`config.mk`:
```
export PLATFORM = sky130hd
export DESIGN_NAME = seg7_scan_ctrl
export DESIGN_NICKNAME = d
export VERILOG_FILES = /design/src/rtl/seg7_scan_ctrl.sv
export SDC_FILE = /design/constraint.sdc
export NUM_CORES = 1
export LEC_CHECK = 0
export BUFFER_PORTS_ARGS = -buffer_cell sky130_fd_sc_hd__buf_2
export CELL_PAD_IN_SITES_DETAIL_PLACEMENT = 0
export CELL_PAD_IN_SITES_GLOBAL_PLACEMENT = 1
export CORE_ASPECT_RATIO = 1.25
export CORE_MARGIN = 4
export CORE_UTILIZATION = 30
export CTS_CLUSTER_SIZE = 10
export DETAILED_ROUTE_END_ITERATION = 7
export HOLD_SLACK_MARGIN = 0.02
export PLACE_DENSITY = 0.68
export SETUP_SLACK_MARGIN = 0.15
export SYNTH_ARGS = -nofsm -noshare
export SYNTH_HDL_FRONTEND = slang
export SYNTH_SLANG_ARGS = --single-unit
```
`constraint.sdc`:
```
create_clock -name i_clk -period 3.8 [get_ports i_clk]
set_input_delay 0.38 -clock i_clk [delete_from_list [all_inputs] [get_ports i_clk]]
set_output_delay 0.38 -clock i_clk [all_outputs]
set_load 0.1 [all_outputs]
```
`src/rtl/seg7_scan_ctrl.sv`:
```
// Time-multiplexed 7-segment scan controller: one cathode bus, N common-anode digits, dead-time blanking.
// Optional leading-zero blanking is enabled by defining SEG7_SCAN_LZB_EN.
module seg7_scan_ctrl #(
    parameter int N_DIGITS  = 4,
    parameter int TICK_DIV  = 1000,
    parameter int BLANK_CYC = 16
) (
    input  logic                    i_clk,
    input  logic                    i_rst,
    input  logic                    i_en,
    input  logic [4*N_DIGITS-1:0]   i_value,
    input  logic [N_DIGITS-1:0]     i_dp,
    output logic [6:0]              o_seg,
    output logic                    o_dp,
    output logic [N_DIGITS-1:0]     o_an,
    output logic                    o_frame
);

    localparam int IDX_W = (N_DIGITS > 1) ? $clog2(N_DIGITS) : 1;
    localparam int CNT_W = $clog2(TICK_DIV);

    localparam logic [IDX_W-1:0] IDX_LAST   = IDX_W'(N_DIGITS - 1);
    localparam logic [CNT_W-1:0] BLANK_LAST = CNT_W'(BLANK_CYC - 1);
    localparam logic [CNT_W-1:0] TICK_LAST  = CNT_W'(TICK_DIV - 1);

    typedef enum logic [1:0] {IDLE, BLANK, ON} state_t;

    state_t                  state_q, state_d;
    logic [IDX_W-1:0]        idx_q,   idx_d;
    logic [CNT_W-1:0]        cnt_q,   cnt_d;
    logic [4*N_DIGITS-1:0]   val_q,   val_d;
    logic [N_DIGITS-1:0]     dp_q,    dp_d;
    logic [6:0]              seg_q,   seg_d;
    logic                    dpo_q,   dpo_d;
    logic [N_DIGITS-1:0]     an_q,    an_d;
    logic                    frame_q, frame_d;

    // Active-high segment pattern a..g for one hex nibble.
    function automatic logic [6:0] font(input logic [3:0] h);
        case (h)
            4'h0: font = 7'h3F;
            4'h1: font = 7'h06;
            4'h2: font = 7'h5B;
            4'h3: font = 7'h4F;
            4'h4: font = 7'h66;
            4'h5: font = 7'h6D;
            4'h6: font = 7'h7D;
            4'h7: font = 7'h07;
            4'h8: font = 7'h7F;
            4'h9: font = 7'h6F;
            4'hA: font = 7'h77;
            4'hB: font = 7'h7C;
            4'hC: font = 7'h39;
            4'hD: font = 7'h5E;
            4'hE: font = 7'h79;
            default: font = 7'h71;
        endcase
    endfunction

    function automatic logic [3:0] digit_of(input logic [4*N_DIGITS-1:0] v,
                                            input logic [IDX_W-1:0] i);
        digit_of = 4'h0;
        for (int k = 0; k < N_DIGITS; k++)
            if (k == int'(i)) digit_of = v[4*k +: 4];
    endfunction

`ifdef SEG7_SCAN_LZB_EN
    // A digit is a leading zero when it and every digit above it are zero; digit 0 always shows.
    function automatic logic is_leading_zero(input logic [4*N_DIGITS-1:0] v,
                                             input logic [IDX_W-1:0] i);
        logic all_zero;
        all_zero = 1'b1;
        for (int k = 0; k < N_DIGITS; k++)
            if (k >= int'(i) && v[4*k +: 4] != 4'h0) all_zero = 1'b0;
        is_leading_zero = (i != '0) && all_zero;
    endfunction
`endif

    always_comb begin
        // NOTE: every signal gets a default first so no path leaves it unassigned (no latches).
        state_d = state_q;
        idx_d   = idx_q;
        cnt_d   = cnt_q;
        val_d   = val_q;
        dp_d    = dp_q;
        frame_d = 1'b0;

        if (!i_en) begin
            state_d = IDLE;
            idx_d   = '0;
            cnt_d   = '0;
        end else begin
            case (state_q)
                IDLE: begin
                    state_d = BLANK;
                    idx_d   = '0;
                    cnt_d   = '0;
                    val_d   = i_value;
                    dp_d    = i_dp;
                end
                BLANK: begin
                    cnt_d = cnt_q + CNT_W'(1);
                    if (cnt_q == BLANK_LAST) state_d = ON;
                end
                ON: begin
                    if (cnt_q == TICK_LAST) begin
                        cnt_d   = '0;
                        state_d = BLANK;
                        if (idx_q == IDX_LAST) begin
                            idx_d   = '0;
                            val_d   = i_value;
                            dp_d    = i_dp;
                            frame_d = 1'b1;
                        end else begin
                            idx_d = idx_q + IDX_W'(1);
                        end
                    end else begin
                        cnt_d = cnt_q + CNT_W'(1);
                    end
                end
                default: state_d = IDLE;
            endcase
        end

        // Outputs are derived from the next state so they register alongside it.
        seg_d = 7'h7F;
        dpo_d = 1'b1;
        an_d  = '1;
        if (state_d == ON) begin
            for (int k = 0; k < N_DIGITS; k++) begin
                an_d[k] = (k != int'(idx_d));
                if (k == int'(idx_d)) dpo_d = ~dp_d[k];
            end
            seg_d = ~font(digit_of(val_d, idx_d));
`ifdef SEG7_SCAN_LZB_EN
            if (is_leading_zero(val_d, idx_d)) seg_d = 7'h7F;
`endif
        end
    end

    // NOTE: sequential state uses non-blocking assignments only; the captured value
    // registers are small and reset along with everything else so outputs are defined.
    always_ff @(posedge i_clk or posedge i_rst) begin
        if (i_rst) begin
            state_q <= IDLE;
            idx_q   <= '0;
            cnt_q   <= '0;
            val_q   <= '0;
            dp_q    <= '0;
            seg_q   <= 7'h7F;
            dpo_q   <= 1'b1;
            an_q    <= '1;
            frame_q <= 1'b0;
        end else begin
            state_q <= state_d;
            idx_q   <= idx_d;
            cnt_q   <= cnt_d;
            val_q   <= val_d;
            dp_q    <= dp_d;
            seg_q   <= seg_d;
            dpo_q   <= dpo_d;
            an_q    <= an_d;
            frame_q <= frame_d;
        end
    end

    assign o_seg   = seg_q;
    assign o_dp    = dpo_q;
    assign o_an    = an_q;
    assign o_frame = frame_q;

endmodule

```
==> reports/qor.yml <==
synth_edf_count: 0
diodes: 0
avgSynthCellArea_um2: 9.79
grt_pass1_vias: 2146
die_h_um: 112
fin_nets: 340
arrival_ps: 3550
p_per_area_nw_per_um2: 345
cts_tree: "done"
netlist_top_cells_count: "dfrtp_1, nand2_1, nor2_1"
synth-seq-area-share: 0.456
p_leak_nw: 1.34
initial_core_util: 0.312
period_share: 0.873
vias: 2132
utilization: 0.359
worst_slew_pin_slew_ps: 1010
place_inst: 414
clock_latency_ps: 300
clk_pin_slew_ps: 90
port_buffers: 35
final_cells: 422
core_um2: 8380
cts_setup_buffers: 0
synthFlopType: "dfrtp_1"
dr.pass1.iters: 4
antenna_found_initial: 0
num_io_pins: 36
synth_area_um2: 2620
finClkSkew_ps: 5.34
synth_area_leader_cell: "dfrtp_1"
p_sw_frac: 0.292
dpl.hpwl_um: 4520
p_int_uw: 734
finalSetupViolations: 0
synth_nets: 303
synth_top_area_share: 0.335
rsz0062_at_grt: "no"
combPwrFrac: 0.176
die_w_um: 91.5
reg2regPathDepth: 13
seq_power_share: 0.525
synth_cell_types: 57
viasPerCell: 5.05
crit_type: "reg2reg"
hold_class: "in2async"
wl_per_cell_um: 14.8
grt_start_max_net_pins: 48
synth_area_leaders: "dfrtp_1, dfstp_2, ha_1"
synth-seq-cells: 47
drv_cap: 0
fmax_mhz: 302
cts_max_level: 2
clock_path_buffers: 2
area_growth_pct: 15.1
ys.warnings.count: 0
drt-initial-drc-count: 59
cts_buffers: 5
slew_violations: 0
grt_pass1_wl_um: 10500
max_slew_margin: 0.323
yosysMostFrequentCell: "dfrtp_1"
cp_max_fo: 14
drc: 0
setup_tns_ps: 0
finalCriticalPeriod_ps: 3320
clock_sinks: 47
start_kind: "register"
peakVddDrop_uv: 114
setup.worst_path.end_class: "register"
gp_congestion: 0.821
async_flop_share: 1.00
antenna_left: 0
hold_viol_final: 0
clkPwrFrac: 0.299
power_mw: 1.04
cts-root-buf: "clkbuf_8"
p_switching_uw: 303
overflow: 0
drive_above_1_share: 0.236
postSynthCellCount: 267
routed_wl_um: 6230
crit_required_ps: 4030
dieArea_um2: 10300
rows: 37
track_usage: 0.125
status: "complete, no violations"
[timing repair]
item	4_1_cts	5_1_grt
resized for setup	0	1
setup endpoints to repair	0	6
hold buffers	0	0
[power groups by stage]
stage | Combinational [mW] | Sequential (mW) | Clock (mW)
2_1_floorplan | 0.133 | 0.551 | 0
5_1_grt | 0.206 | 0.549 | 0.338
3_5_place_dp | 0.182 | 0.554 | 0
3_3_place_gp | 0.183 | 0.553 | 0
6_report | 0.182 | 0.545 | 0.311
4_1_cts | 0.184 | 0.545 | 0.328
[metal layers]
metal / up-vias / GRT usage / share of wire
met1: 1032 / 0.151 / 0.43
met2: 47 / 0.221 / 0.51
li1: 1046 / - / -
met3: 7 / 0.0214 / 0.044
met4: 0 / 0.0423 / 0.015
met5: - / 0 / 0
[layout make-up]
cell class                 count  area, µm²
clock inverter                 3       20.0
timing repair buffer          41        220
inverter                      15       56.3
tap                          117        146
fill                         892       5370
sequential                    47       1190
multi-input combinational    194       1310
clock buffer                   5       68.8
[placed cells by master, fill, tap and decap left out, drive strengths merged, types with 7 or more instances in the layout]
master,n
ha,13
nand3,10
nand2,27
dfstp,12
nor2,20
o21ai,19
and3,7
a21oi,7
inv,15
a22o,11
dfrtp,35
buf,41
and2,9
[metrics by stage]
step	hold slack (ps)	setup WS (ps)	cell area, µm²
2_1_floorplan	446	458	2620
3_3_place_gp	458	381	2920
3_5_place_dp	479	356	2920
4_1_cts	305	339	3000
5_1_grt	318	159	3010
6_report	308	484	3010
[path summary, 6_finish.rpt]
| path | startpoint | endpoint | slack (ps) |
|---|---|---|---|
| max | state_q[0]$_DFF_PP0_ | o_seg[3]$_DFF_PP1_ | 480 |
| min reg2reg | val_q[9]$_DFF_PP0_ | val_q[9]$_DFF_PP0_ | 510 |
| max in group asynchronous | i_rst | idx_q[1]$_DFF_PP0_ | 2860 |
| max reg2reg | state_q[0]$_DFF_PP0_ | o_seg[3]$_DFF_PP1_ | 480 |
| min in group i_clk | i_value[11] | val_q[11]$_DFF_PP0_ | 310 |
| min | i_rst | cnt_q[0]$_DFFE_PP0P_ | 310 |
[worst max-delay path, stage by stage (launching register included)]
cell and delay, ps:
dfrtp_1 430, inv_1 90, ha_1 350, nand3_1 110, or4_4 480, o21ai_2 260, o22ai_1 200, a22o_1 210
a221oi_1 340, inv_1 170, ha_1 300, inv_1 70, mux2i_1 70, a32oi_1 170
[flip-flops by register name (all words and copies together) (netlist names)]
register / count
o_an: 4
cnt_q: 10
o_dp: 1
o_frame: 1
state_q: 2
idx_q: 2
dp_q: 4
o_seg: 7
val_q: 16
[cells by family (layout without fill, tap and decap cells)]
family / count (synthesis) / in the layout / synth area share
AO/OA/AOI/OAI: 70 / 70 / 0.195
buffers and inverters: 26 / 64 / 0.0469
adder cells (fa/ha/maj): 13 / 13 / 0.0622
multiplexers: 7 / 7 / 0.0292
AND/OR/NAND/NOR: 101 / 101 / 0.201
flip-flops: 47 / 47 / 0.456
XOR/XNOR: 3 / 3 / 0.0100
Power figures use the tool's default switching activity.
